===== config.mk =====
export PLATFORM = sky130hd
export DESIGN_NAME = uart_image_loader
export DESIGN_NICKNAME = d
export VERILOG_FILES = /design/src/rtl/uart_image_loader.sv
export SDC_FILE = /design/constraint.sdc
export NUM_CORES = 1
export LEC_CHECK = 0
export CAP_MARGIN = 20
export CORE_UTILIZATION = 45
export DETAILED_ROUTE_END_ITERATION = 7
export DONT_BUFFER_PORTS = 1
export HOLD_SLACK_MARGIN = 0.08
export SLEW_MARGIN = 20
export SYNTH_ARGS = -nofsm -noshare
export SYNTH_HDL_FRONTEND = slang
export SYNTH_SLANG_ARGS = --single-unit

===== constraint.sdc =====
create_clock -name clk -period 2.7 [get_ports clk]
set_input_delay 0.405 -clock clk [delete_from_list [all_inputs] [get_ports clk]]
set_output_delay 0.405 -clock clk [all_outputs]
set_load 0.01 [all_outputs]

===== src/rtl/uart_image_loader.sv =====
// uart_image_loader
//   Receives the packed binary image stream from uart_rx (8 pixels per byte,
//   LSB first) and unpacks every byte into 8 single-bit pixel RAM writes.
//   Once NUM_BYTES bytes are stored, img_valid is raised and held until the
//   core acknowledges with img_ack.
//
// Ports:
//   clk        system clock
//   rst        asynchronous active-high reset
//   rx_rdy     one-cycle strobe, rx_data valid in that cycle
//   rx_data    received byte
//   pix_we     pixel RAM write enable
//   pix_addr   pixel RAM write address (byte_cnt*8 + bit index)
//   pix_data   pixel value
//   img_valid  full image stored, held until img_ack
//   img_ack    core has consumed the image (only honoured while img_valid=1)
//   overrun    sticky flag: a byte arrived while busy or full and was dropped
//   byte_cnt   bytes stored for the current image, 0..NUM_BYTES
module uart_image_loader #(
    parameter int NUM_BYTES  = 98,
    parameter int PIX_ADDR_W = 10
) (
    input  logic                  clk,
    input  logic                  rst,
    input  logic                  rx_rdy,
    input  logic [7:0]            rx_data,
    output logic                  pix_we,
    output logic [PIX_ADDR_W-1:0] pix_addr,
    output logic                  pix_data,
    output logic                  img_valid,
    input  logic                  img_ack,
    output logic                  overrun,
    output logic [6:0]            byte_cnt
);

    typedef enum logic [1:0] {WAIT, UNPACK, FULL} state_t;

    state_t                  state, state_d;
    logic [7:0]              shift_reg, shift_d;
    logic [2:0]              bit_idx, idx_d;
    logic [2:0]              nxt_idx;
    logic                    pix_we_d, pix_data_d, valid_d, ovr_d;
    logic [PIX_ADDR_W-1:0]   addr_d;
    logic [PIX_ADDR_W-1:0]   base;
    logic [6:0]              cnt_d;

    // Pixel address of bit 0 for the byte being unpacked.
    assign base    = PIX_ADDR_W'({byte_cnt, 3'b000});
    assign nxt_idx = bit_idx + 3'd1;

    always_ff @(posedge clk or posedge rst) begin
        if (rst) begin
            state     <= WAIT;
            shift_reg <= '0;
            bit_idx   <= '0;
            pix_we    <= 1'b0;
            pix_addr  <= '0;
            pix_data  <= 1'b0;
            img_valid <= 1'b0;
            overrun   <= 1'b0;
            byte_cnt  <= '0;
        end else begin
            state     <= state_d;
            shift_reg <= shift_d;
            bit_idx   <= idx_d;
            pix_we    <= pix_we_d;
            pix_addr  <= addr_d;
            pix_data  <= pix_data_d;
            img_valid <= valid_d;
            overrun   <= ovr_d;
            byte_cnt  <= cnt_d;
        end
    end

    // Outputs are registered, so the write for bit 0 is set up on the capture
    // edge itself; bit_idx always names the pixel currently on the bus.
    always_comb begin
        state_d    = state;
        shift_d    = shift_reg;
        idx_d      = bit_idx;
        pix_we_d   = 1'b0;
        addr_d     = pix_addr;
        pix_data_d = pix_data;
        valid_d    = img_valid;
        ovr_d      = overrun;
        cnt_d      = byte_cnt;

        case (state)
            WAIT: begin
                if (rx_rdy) begin
                    shift_d    = rx_data;
                    idx_d      = 3'd0;
                    pix_we_d   = 1'b1;
                    addr_d     = base;
                    pix_data_d = rx_data[0];
                    state_d    = UNPACK;
                end
            end

            UNPACK: begin
                // No holding buffer: anything arriving now is lost.
                if (rx_rdy) ovr_d = 1'b1;
                if (bit_idx == 3'd7) begin
                    cnt_d = byte_cnt + 7'd1;
                    if (byte_cnt == 7'(NUM_BYTES - 1)) begin
                        valid_d = 1'b1;
                        state_d = FULL;
                    end else begin
                        state_d = WAIT;
                    end
                end else begin
                    idx_d      = nxt_idx;
                    pix_we_d   = 1'b1;
                    addr_d     = base + PIX_ADDR_W'(nxt_idx);
                    pix_data_d = shift_reg[nxt_idx];
                end
            end

            FULL: begin
                if (img_ack) begin
                    valid_d = 1'b0;
                    cnt_d   = '0;
                    ovr_d   = 1'b0;
                    state_d = WAIT;
                    // A byte arriving with the ack starts the next image at 0.
                    if (rx_rdy) begin
                        shift_d    = rx_data;
                        idx_d      = 3'd0;
                        pix_we_d   = 1'b1;
                        addr_d     = '0;
                        pix_data_d = rx_data[0];
                        state_d    = UNPACK;
                    end
                end else if (rx_rdy) begin
                    ovr_d = 1'b1;
                end
            end

            default: state_d = WAIT;
        endcase
    end

endmodule


======== Yosys cells after proc, flatten, opt, wreduce, memory -nomap -nowiden ========
Index checks and enable logic that the tools add are counted.
word-level totals
  flip-flop bits (word level) ............. 34
  logic and storage cells ................. 71
  output and inout port bits .............. 21
cells by class
  order comparisons ....................... 1
  $add $sub $neg .......................... 3
  multiplexer cells ....................... 38
  reduce and logical (&&, ||, !) cells .... 10
  eq/ne operators ......................... 10
operator list
  cell                   number
  $mux W10               4
  $pmux W10 S3           1
  $mux W8                2
  $pmux W8 S2            1
  $mux W7                2
  $pmux W7 S2            1
  $mux W1                13
  $ne A2 B2 Y1 const B   6
  $add A10 B3 Y10        1
  $mux W3                3
  $pmux W3 S3            1
  $reduce_and A3 Y1      3
  $mux W2                4
  $add A7 B1 Y7 const B  1
  $eq A7 B7 Y1 const B   1
  $pmux W1 S3            2
  $pmux W2 S3            1
  $reduce_and A5 Y1      1
  $lt A3 B4 Y1 const B   1
  $pmux W1 S2            2
  $reduce_and A4 Y1      1
  $reduce_bool A2 Y1     2
  $add A3 B1 Y3 const B  1
  $bmux W1 S3            1
  6 further kinds        6

======== Longest topological paths before layout ========
  word-level depth ........................ 5
  gate-level depth with buffers ........... 8
  gate-level depth less buffers ........... 6

======== Worst setup path after synthesis ========
Ideal clock, no wire load.
  kind .................................... flip-flop to flip-flop
  start ................................... reg state[0]
  end ..................................... reg pix_addr[0]
  path buffers ............................ 2
  slack ................................... 0.697 ns
  stages on the path, launching flop included .. 9
  data arrival time ....................... 1.875 ns
  period minus slack after synthesis ...... 2.003 ns
  library setup time ...................... 0.128 ns
  cells stage by stage .................... dfrtp_1 > inv_1 > ha_1 > buf_2 > and2_1 > o21ai_4 > a22oi_1 > buf_4 > mux2_1
between the ends
  cells in the longest elaborated chain, start to end .. 3
  elaborated cells on any way between the ends .. 10
  those cells by class .................... eq/ne: 6; mux: 1; reduce/logical: 3
ends and longest elaborated chain
  item                                                                        RTL line  source
  start, declared                                                             38        state_t state, state_d;
  start signal, assigned                                                      63        state <= state_d;
  $eq A2 B2 Y1, or another cell as far along                                  88        case (state)
  $ne A2 B2 Y1 (no source line) / $reduce_bool A3 Y1 (equally long branches)  --
  $reduce_and A5 Y1 (no source line)                                          --
  end signal, assigned                                                        67        pix_addr <= addr_d;
  end, declared                                                               28        output logic [PIX_ADDR_W-1:0] pix_addr,
Several ways; a longest one is shown, not always the timed one.
A chain may end at the register's enable or synchronous reset.

======== Worst setup path in the final report ========
  start ................................... reg state[0]
  end ..................................... reg pix_addr[9]
The elaborated chain is that of the path after synthesis.

==> summary.txt <==
Run status
  – Status: completed

Route
  – DRT Pass-1 Iters: 4
  – Routed via count: 1227
  – Metal3 WL: 177 um
  – DRC violations left: 0
  – M1 WL: 1.424 mm
  – WL per Instance: 15.05 um
  – DR vias/cell: ~5.6
  – DRT antenna net count: 0
  – Final WL: 3.311 mm
  – DR top layer: met4
  – Violation count after the first detailed-route iteration: 49
  – Met2 wire length: 1.638 mm

Synth
  – Syn avg cell area: 10.71 sq um
  – Mapped Nets: 185
  – Synthesized area: between 1500 and 2000 sq um
  – Synth warnings: 0
  – Ranking of synthesized cells by area: dfrtp_1 (48%), mux2_2 (5.7%), ha_1 (5.7%), mux2i_1 (5.1%), nand2_1 (4.0%)
  – Yosys reg bits: 34
  – Cell taking the most area after synthesis: dfrtp_1
  – Post-Synthesis Cells: 165
  – Post-synth cell types: 41
  – Seq/Total Area, Yosys: 48.12%
  – Yosys top cell area share: about half

Timing
  – Slew headroom: 71.64%
  – Min Clock Period, post-route: 2405 ps
  – F_max: 0.4157 GHz
  – RSZ-0062 raised after global routing: false
  – Post-Route Setup TNS: 0 ps
  – Final hold violations: 0
  – Slew at the pin closest to its max-slew limit: 414.6 ps
  – Final Max Tran Viols: 0
  – Clock Skew: 3.132 ps
  – Fin crit share: 89.09%
  – Final setup fails: 0

Setup path
  – Register-to-register setup slack: 290 ps
  – Reg-to-reg endpoint: pix_addr[9]
  – CP required: 2900 ps
  – CP Class: flop to flop
  – Crit path capture type: flop
  – Crit path launch type: flop
  – Worst r2r src: state[0]
  – Reg2reg path depth: 7
  – Critical path fanouts, max: 11
  – Crit path DAT: 2600 ps

Power and ir drop
  – PD cells: 911.9 nW/um^2
  – Leak Pwr: 0.8685 nW
  – Worst VDD drop: 0.3889 mV
  – Overall power: approximately 1.8 mW

Floorplan
  – # IOs: 33
  – Starting Density: 47.58%
  – Die area: 4184 sq um
  – Die width: 64.68 um
  – Num rows: 22
  – Core box area: 3716 sq um
  – Die Y: 64.68 um

Job
  – Max-capacitance violation count: 0

Clocking
  – Clk sinks: 34
  – CTS tree: done
  – Reg clk slew, reported paths: 60 ps
  – # Post-CTS Setup Buffers: 0
  – Longest Clk Path Bufs: 2
  – Hold buffers post-CTS: 0
  – Max H-tree Level: 2
  – Clock latency on the worst-skew pair: 280 ps
  – Total CTS buffers: 5
  – Clock Tree Root: clkbuf_8
  – Post-CTS Resized: 0

Layout
  – Design area: 1921 sq um
  – Antenna cells: 0
  – Max reg flops: 10
  – Fillers: 340
  – Final #Nets: 191
  – Layout cells sized above 1: 13.37%
  – Area delta synth->final: 8.634%

Global route
  – Grt ovf: 0
  – Overall global routing resource usage: 18.13%
  – Initial antenna violation count: 0
  – Vias in the first global route: around 1300
  – Largest net degree at the start of global routing: 35
  – Global-route wire length before repair: about 5.6 mm

Worst hold path
  – Hold WC Path Type: input port to asynchronous set/reset pin

Placed design
  – Detail Placement HPWL: 2.409 mm
  – PortBufs: 0
  – Final RePlAce weighted congestion: between 0.8 and 0.9
  – Area after DPL: between 1500 and 2000 sq um
==> synth_stat cells, drive strengths merged <==
master and n:
o311ai 1, nor3 1, o21ai 8, nand2 19
xor2 1, and2b 1, o2111ai 1, a22oi 1
o31ai 2, mux2 14, a2111oi 1, or3 4
nor4bb 1, nor2b 3, nor4 1, and3 2
mux2i 9, and2 2, a21oi 8, or4 2
clkbuf 1, buf 3, xnor2 1, a211oi 1
ha 8, a32o 1, o31a 2, nor2 7
nand4 2, dfrtp 34, nand3 1, inv 14
nand4b 1, nand2b 5, a221o 2
==> cell usage in the layout, fill, tap and decap left out, drive strengths merged, types with 2 or more instances in the layout <==
cell     n
inv     14
nand2   19
and2     2
nand2b   5
clkbuf   7
ha       8
or3      4
dfrtp   34
and3     2
nand4    2
o31ai    2
nor2b    3
o31a     2
mux2    14
a221o    2
or4      2
buf      3
o21ai    8
nor2     7
a21oi    8
mux2i    9
==> worst max-delay path by stage <==
stage	startpoint	to	slack, ps
6_report	state[0]	pix_addr[9]	290
5_1_grt	state[0]	pix_addr[7]	90
4_1_cts	state[0]	pix_addr[9]	300
3_5_place_dp	state[0]	pix_addr[9]	320
3_3_place_gp	state[0]	pix_addr[8]	440
2_1_floorplan	state[0]	pix_addr[0]	700
==> critical path, stage by stage, from the launching register on <==
cell	delay [ps]
dfrtp_1	440
inv_1	120
ha_1	410
and2_1	330
o21ai_4	160
a22oi_1	370
buf_4	270
mux2i_1	220
==> routing by layer <==
metal / up-vias / track usage [%]
met5: - / 0
met1: 598 / 19.14
met3: 7 / 6.514
met4: 0 / 9.167
met2: 27 / 31.58
li1: 595 / -
==> final cells by class <==
cell class | count | area (sq um) | area share [%]
Clock buffer | 7 | 86.33 | 4.495
Clock inverter | 1 | 5.005 | 0.2606
Inverter | 14 | 52.55 | 2.736
Multi-Input combinational cell | 113 | 843.3 | 43.91
Sequential cell | 34 | 850.8 | 44.30
Tap cell | 48 | 60.06 | 3.127
Timing Repair Buffer | 3 | 22.52 | 1.173
==> cells by family after synthesis <==
group           Yosys count  synth area share (%)
flops                    34                 48.12
xor+xnor                  2                0.9910
fa+ha+maj                 8                 5.662
simple gates             52                 15.99
compound gates           28                 11.04
buf+inv                  18                 4.175
mux                      23                 14.01
==> metrics by stage <==
stage                     instances  util, %  hold slack (ps)  setup slack, ps
after detailed placement        212    49.23            421.1            324.4
after global routing            220    51.68            144.3            89.29
after CTS                       220    51.68            111.7            295.7
after global placement          212    49.23            409.3            442.8
after floorplan                 165        -            456.3            697.2
final                           220    51.68            100.1            294.7
==> report_power, final <==
group / total [mW] / leakage (nW) / switching [mW] / internal, mW
clock network: 0.374 / 0.0482 / 0.169 / 0.205
logic: 0.597 / 0.403 / 0.311 / 0.285
registers: 0.780 / 0.418 / 0.133 / 0.647
total: 1.75 / 0.869 / 0.614 / 1.14
No activity file was read; power rests on OpenSTA's default activity.
==> patch 1: new RTL, same flow settings <==
Change the parameter `PIX_ADDR_W` from 10 to 9.
--- a/src/rtl/uart_image_loader.sv
+++ b/src/rtl/uart_image_loader.sv
@@ -18,7 +18,7 @@
 //   byte_cnt   bytes stored for the current image, 0..NUM_BYTES
 module uart_image_loader #(
     parameter int NUM_BYTES  = 98,
-    parameter int PIX_ADDR_W = 10
+    parameter int PIX_ADDR_W = 9
 ) (
     input  logic                  clk,
     input  logic                  rst,
Ports: changed (resized pix_addr); port bits go from 33 to 32. The function was not compared with the original's and may differ.
==> patch 1 against the original RTL <==
  * Design area down 2.9%
  * Power is 5.3% higher
  * Sequential cell count is 1 lower
  * Clock power is 4% lower
  * Wire length up 2.8%
  * Hold slack worse by 0.035 ns
  * Count of clock-buffer cells in the layout is 1 lower
  * Worst setup slack improved by 0.27 ns
  * Synthesized area is 1.9% lower
  * Largest cell class unchanged
  * Critical endpoint is now pix_addr[0]
==> patch 1: results (changes against the original RTL) <==
GPL Wtd Cong=0.812 (-4.3%); Vias/cell=5.50 (-1.3%); Routed Antenna Nets=0 (unchanged); Final nets=190 (-0.52%); met2 Use GR=27.7% (-3.9 points); syn_nets=184 (-0.54%); First DRT Iteration DRCs=53 (+8.2%); GRT Total Usage=18.8% (+0.71 points); Layout fillers=347 (+2.1%); Main synth FF type=dfrtp_1; sequential share of the synthesized area=47.6% (-0.51 points); clk_skew=0.00959 ns (+0.00646 ns); GRT met1 Usage=25.4% (+6.2 points); Unique masters post-synth=31 (-24%); CP max stage delay=0.42 ns (-0.02 ns); max FFs per register=9 (-1); Worst Path Max Fanout=10 (-1); vias in the first global route=1210 (-5.3%); global-route wire length before repair=5850 µm (+3.7%); Post CTS Setup Buffer Count=0 (unchanged); status=complete, no violations; critical path data arrival time=2.31 ns (-0.29 ns); Worst VDD drop=0.000391 V (+0.51%); Syn Inst Count=164 (-0.61%); Reg2Reg Depth=7 (unchanged); cell family with the largest share of critical-path delay=flip-flops; largest net degree at the start of global routing=19 (-46%); ranking of synthesized cells by area=dfrtp_1, mux2_2, ha_1; Post-DP HPWL=2530 µm (+5.0%); Sw Share=37.9% (+2.8 points); top post-synthesis cells by count=dfrtp_1, nand2_1, inv_1; layout cell share with drive strength beyond 1=15.8% (+2.4 points); ys async rst share=100% (unchanged); Max clock buf depth=2 (unchanged); post-CTS sizing=0 (unchanged); Routed WL=3400 µm (+2.8%); P_leak=0.867 nW (-0.22%); placed insts=211 (-0.47%); max_slew headroom=59.8% (-12 points); met3 Usage GRT=6.79% (+0.27 points); Num CTS Buffers=5 (unchanged); Final Non-Filler Cells=219 (-0.45%); Ys Warns=0 (unchanged); worst skew pair latency=0.29 ns; drt first pass iters=5 (+1)
[patch 1: cell types whose count changed after synthesis, moves of 3 or more]
| cell | before | now |
|---|---|---|
| mux2_4 | 0 | 3 |
| nand2_1 | 19 | 23 |
| mux2_1 | 5 | 0 |
| nand3_1 | 1 | 6 |
| o21ai_0 | 6 | 9 |
[patch 1: kinds of logic (layout without fill, tap and decap cells)]
| group | count (synthesis) | after routing | synth area share (%) |
|---|---|---|---|
| AND/OR/NAND/NOR | 53 | 53 | 14.9 |
| XOR/XNOR | 1 | 1 | 0.505 |
| multiplexers | 24 | 24 | 16.9 |
| adder cells (fa/ha/maj) | 8 | 8 | 5.77 |
| flip-flops | 33 | 33 | 47.6 |
| AO/OA/AOI/OAI | 26 | 26 | 9.38 |
| buffers and inverters | 19 | 26 | 4.98 |
[patch 1: power by group through the flow]
stage	Sequential [mW]	Clock (mW)	Combinational [mW]
2_1_floorplan	0.809	0	0.537
4_1_cts	0.853	0.367	0.637
3_5_place_dp	0.862	0	0.635
6_report	0.852	0.360	0.632
3_3_place_gp	0.853	0	0.615
5_1_grt	0.874	0.389	0.706
[patch 1: layer usage]
metal / wire (µm) / vias up
li1: - / 577
met1: 1570 / 585
met2: 1580 / 36
met3: 200 / 7
met4: 48 / 0
met5: 0 / -
[patch 1: cell type report]
class	instances	area [µm²]	area share (%)
flip-flops and latches	33	826	44.3
clock inverters	2	10.0	0.537
multi-input cells	112	822	44.1
inverters	16	60.1	3.22
clock buffers	6	72.6	3.89
repair buffers	2	15.0	0.805
well taps	48	60.1	3.22
[patch 1: path summary, 6_finish.rpt]
| check | slack (ns) | start | endpoint |
|---|---|---|---|
| worst max-delay path | 0.56 | state[0] | pix_addr[0] |
| worst min-delay path | 0.07 | rst | bit_idx[1] |
| worst max register to register | 0.56 | state[0] | pix_addr[0] |
| worst min register to register | 0.51 | shift_reg[5] | shift_reg[5] |
| max in group asynchronous | 1.97 | rst | img_valid |
| min in group clk | 0.27 | rx_data[0] | shift_reg[0] |
[patch 1: per-stage QoR]
stage	worst slack, ns	util (%)	area [µm²]	hold slack (ns)
floorplan	0.870	-	1730	0.474
global placement	0.630	48.3	1780	0.392
detailed placement	0.565	48.3	1780	0.407
CTS	0.554	50.6	1870	0.0938
global route	0.409	50.6	1870	0.121
finish	0.564	50.6	1870	0.0651
[patch 1: worst register-to-register path, cell delays in order (launching register included)]
cell	delay, ns
dfrtp_1	0.42
inv_1	0.14
ha_1	0.35
and2_4	0.24
o21ai_4	0.11
a21boi_2	0.25
buf_4	0.22
mux2_4	0.30
==> patch 2: new RTL, same settings <==
Made on the original files. Re-encode `state_t` (3 states) as one-hot, 3 bits wide.
--- a/src/rtl/uart_image_loader.sv
+++ b/src/rtl/uart_image_loader.sv
@@ -33,7 +33,7 @@
     output logic [6:0]            byte_cnt
 );
 
-    typedef enum logic [1:0] {WAIT, UNPACK, FULL} state_t;
+    typedef enum logic [2:0] {WAIT = 3'b001, UNPACK = 3'b010, FULL = 3'b100} state_t;
 
     state_t                  state, state_d;
     logic [7:0]              shift_reg, shift_d;
Check against the original RTL: no difference found for any inputs over 10 cycles, from zero or initial values and one cycle with rst high; not proved beyond that.
==> patch 2 against the original RTL <==
  * First-iteration DRC count rose by 130%
  * Worst setup slack better by 0.36 ns
  * Wire length decreased by 1.8%
  * Design area is 4.0% lower
  * Final cell count fell by 9.1%
  * Sequential cell count up 1
  * Power shrank 0.25%
  * Synthesized area shrank 5.0%
  * Largest cell class unchanged
  * Highest routed layer unchanged
==> patch 2: results (changes against the original RTL) <==
status=complete, no violations; ANT cells=0 (unchanged); GPL Wtd Cong=0.830 (-2.2%); worst hold path class=in2async; critical path data arrival time=2.21 ns (-0.39 ns); Worst VDD drop=0.000540 V (+39%); clk_skew=0.00682 ns (+0.00369 ns); max FFs per register=10 (unchanged); Final nets=169 (-12%); Max clock buf depth=2 (unchanged); top post-synthesis cells by count=dfrtp_1, nand2_1, o21ai_0; GRT met1 Usage=24.9% (+5.7 points); Unique masters post-synth=42 (+2.4%); met2 Use GR=26.6% (-5.0 points); Critical R2R Capture=pix_data; H-tree Lvls=2 (unchanged); P_leak=0.843 nW (-3.0%); routed length per instance=16.3 µm (+8.0%); global-route wire length before repair=5580 µm (-1.2%); GRT Total Usage=18.2% (+0.055 points); sequential share of the synthesized area=52.2% (+4.1 points); Post-DP HPWL=2340 µm (-2.7%); Num CTS Buffers=5 (unchanged); Post CTS Setup Buffer Count=0 (unchanged); Main synth FF type=dfrtp_1; FF-to-FF Start=bit_idx[0]; vias in the first global route=1120 (-12%); worst skew pair latency=0.28 ns (about the same); largest net degree at the start of global routing=36 (+2.9%); drt first pass iters=4 (unchanged); Worst Path Max Fanout=10 (-1); Worst Tran Pin Value=0.516 ns (+0.102 ns); layout cell share with drive strength beyond 1=19.5% (+6.1 points); ranking of synthesized cells by area=dfrtp_1, mux2_2, nand2_1; slack of the worst reg-to-reg path=0.66 ns (+0.36 ns); total grt overflow=0 (unchanged); met3 Usage GRT=6.52% (+0.0077 points); ys async rst share=100% (unchanged); Layout fillers=320 (-5.9%); Ys Warns=0 (unchanged); Vias/cell=5.74 (+2.8%); First DRT Iteration DRCs=115 (+130%)
-- patch 2: cell families (layout without fill, tap and decap cells) --
family	count (synthesis)	count (layout)	share of synthesized area [%]
compound gates	35	35	14.0
xor+xnor	3	3	1.57
fa+ha+maj	4	4	2.98
buf+inv	15	20	4.17
flops	35	35	52.2
mux	11	11	8.64
simple gates	46	46	16.4
-- patch 2: worst max-delay path by stage --
stage,slack [ns],from,depth (start not counted),to
after floorplan,0.74,bit_idx[0],7,pix_data
after global placement,0.74,bit_idx[0],5,pix_data
after detailed placement,0.65,bit_idx[0],7,pix_data
after CTS,0.65,bit_idx[0],7,pix_data
after global routing,0.52,bit_idx[0],7,pix_addr[4]
final,0.66,bit_idx[0],7,pix_data
-- patch 2: worst max-delay path, cell delays in order, from the launching register on --
cell	delay, ns
dfrtp_1	0.44
ha_1	0.23
ha_1	0.30
nor4b_2	0.33
a311oi_2	0.08
buf_4	0.18
inv_2	0.06
mux2_2	0.32
-- patch 2: where the power goes --
group	leakage, nW	switching (mW)	internal, mW
clock	0.0612	0.178	0.299
sequential	0.438	0.148	0.670
combinational	0.344	0.203	0.249
total	0.843	0.529	1.22
-- patch 2: per-layer routing --
metal | routed length, µm | vias up
li1 | - | 538
met1 | 1480 | 553
met2 | 1450 | 52
met3 | 287 | 4
met4 | 34 | 0
met5 | 0 | -
-- patch 2: final cells by class --
cell class	instances	area, µm²	area share, %
multi-input cells	99	732	39.7
well taps	46	57.6	3.12
clock inverters	2	35.0	1.90
repair buffers	4	30.0	1.63
flip-flops and latches	35	877	47.6
clock buffers	6	82.6	4.48
inverters	8	30.0	1.63
-- patch 2: through the flow --
step                      cells  area, µm²  hold slack (ns)  utilization (%)  setup slack (ns)
after floorplan             149       1680            0.470                -             0.737
after global placement      192       1730            0.415             50.2             0.741
after detailed placement    192       1730            0.422             50.2             0.649
after CTS                   200       1840            0.117             53.6             0.649
after global routing        200       1840            0.136             53.6             0.516
final                       200       1840            0.102             53.6             0.657
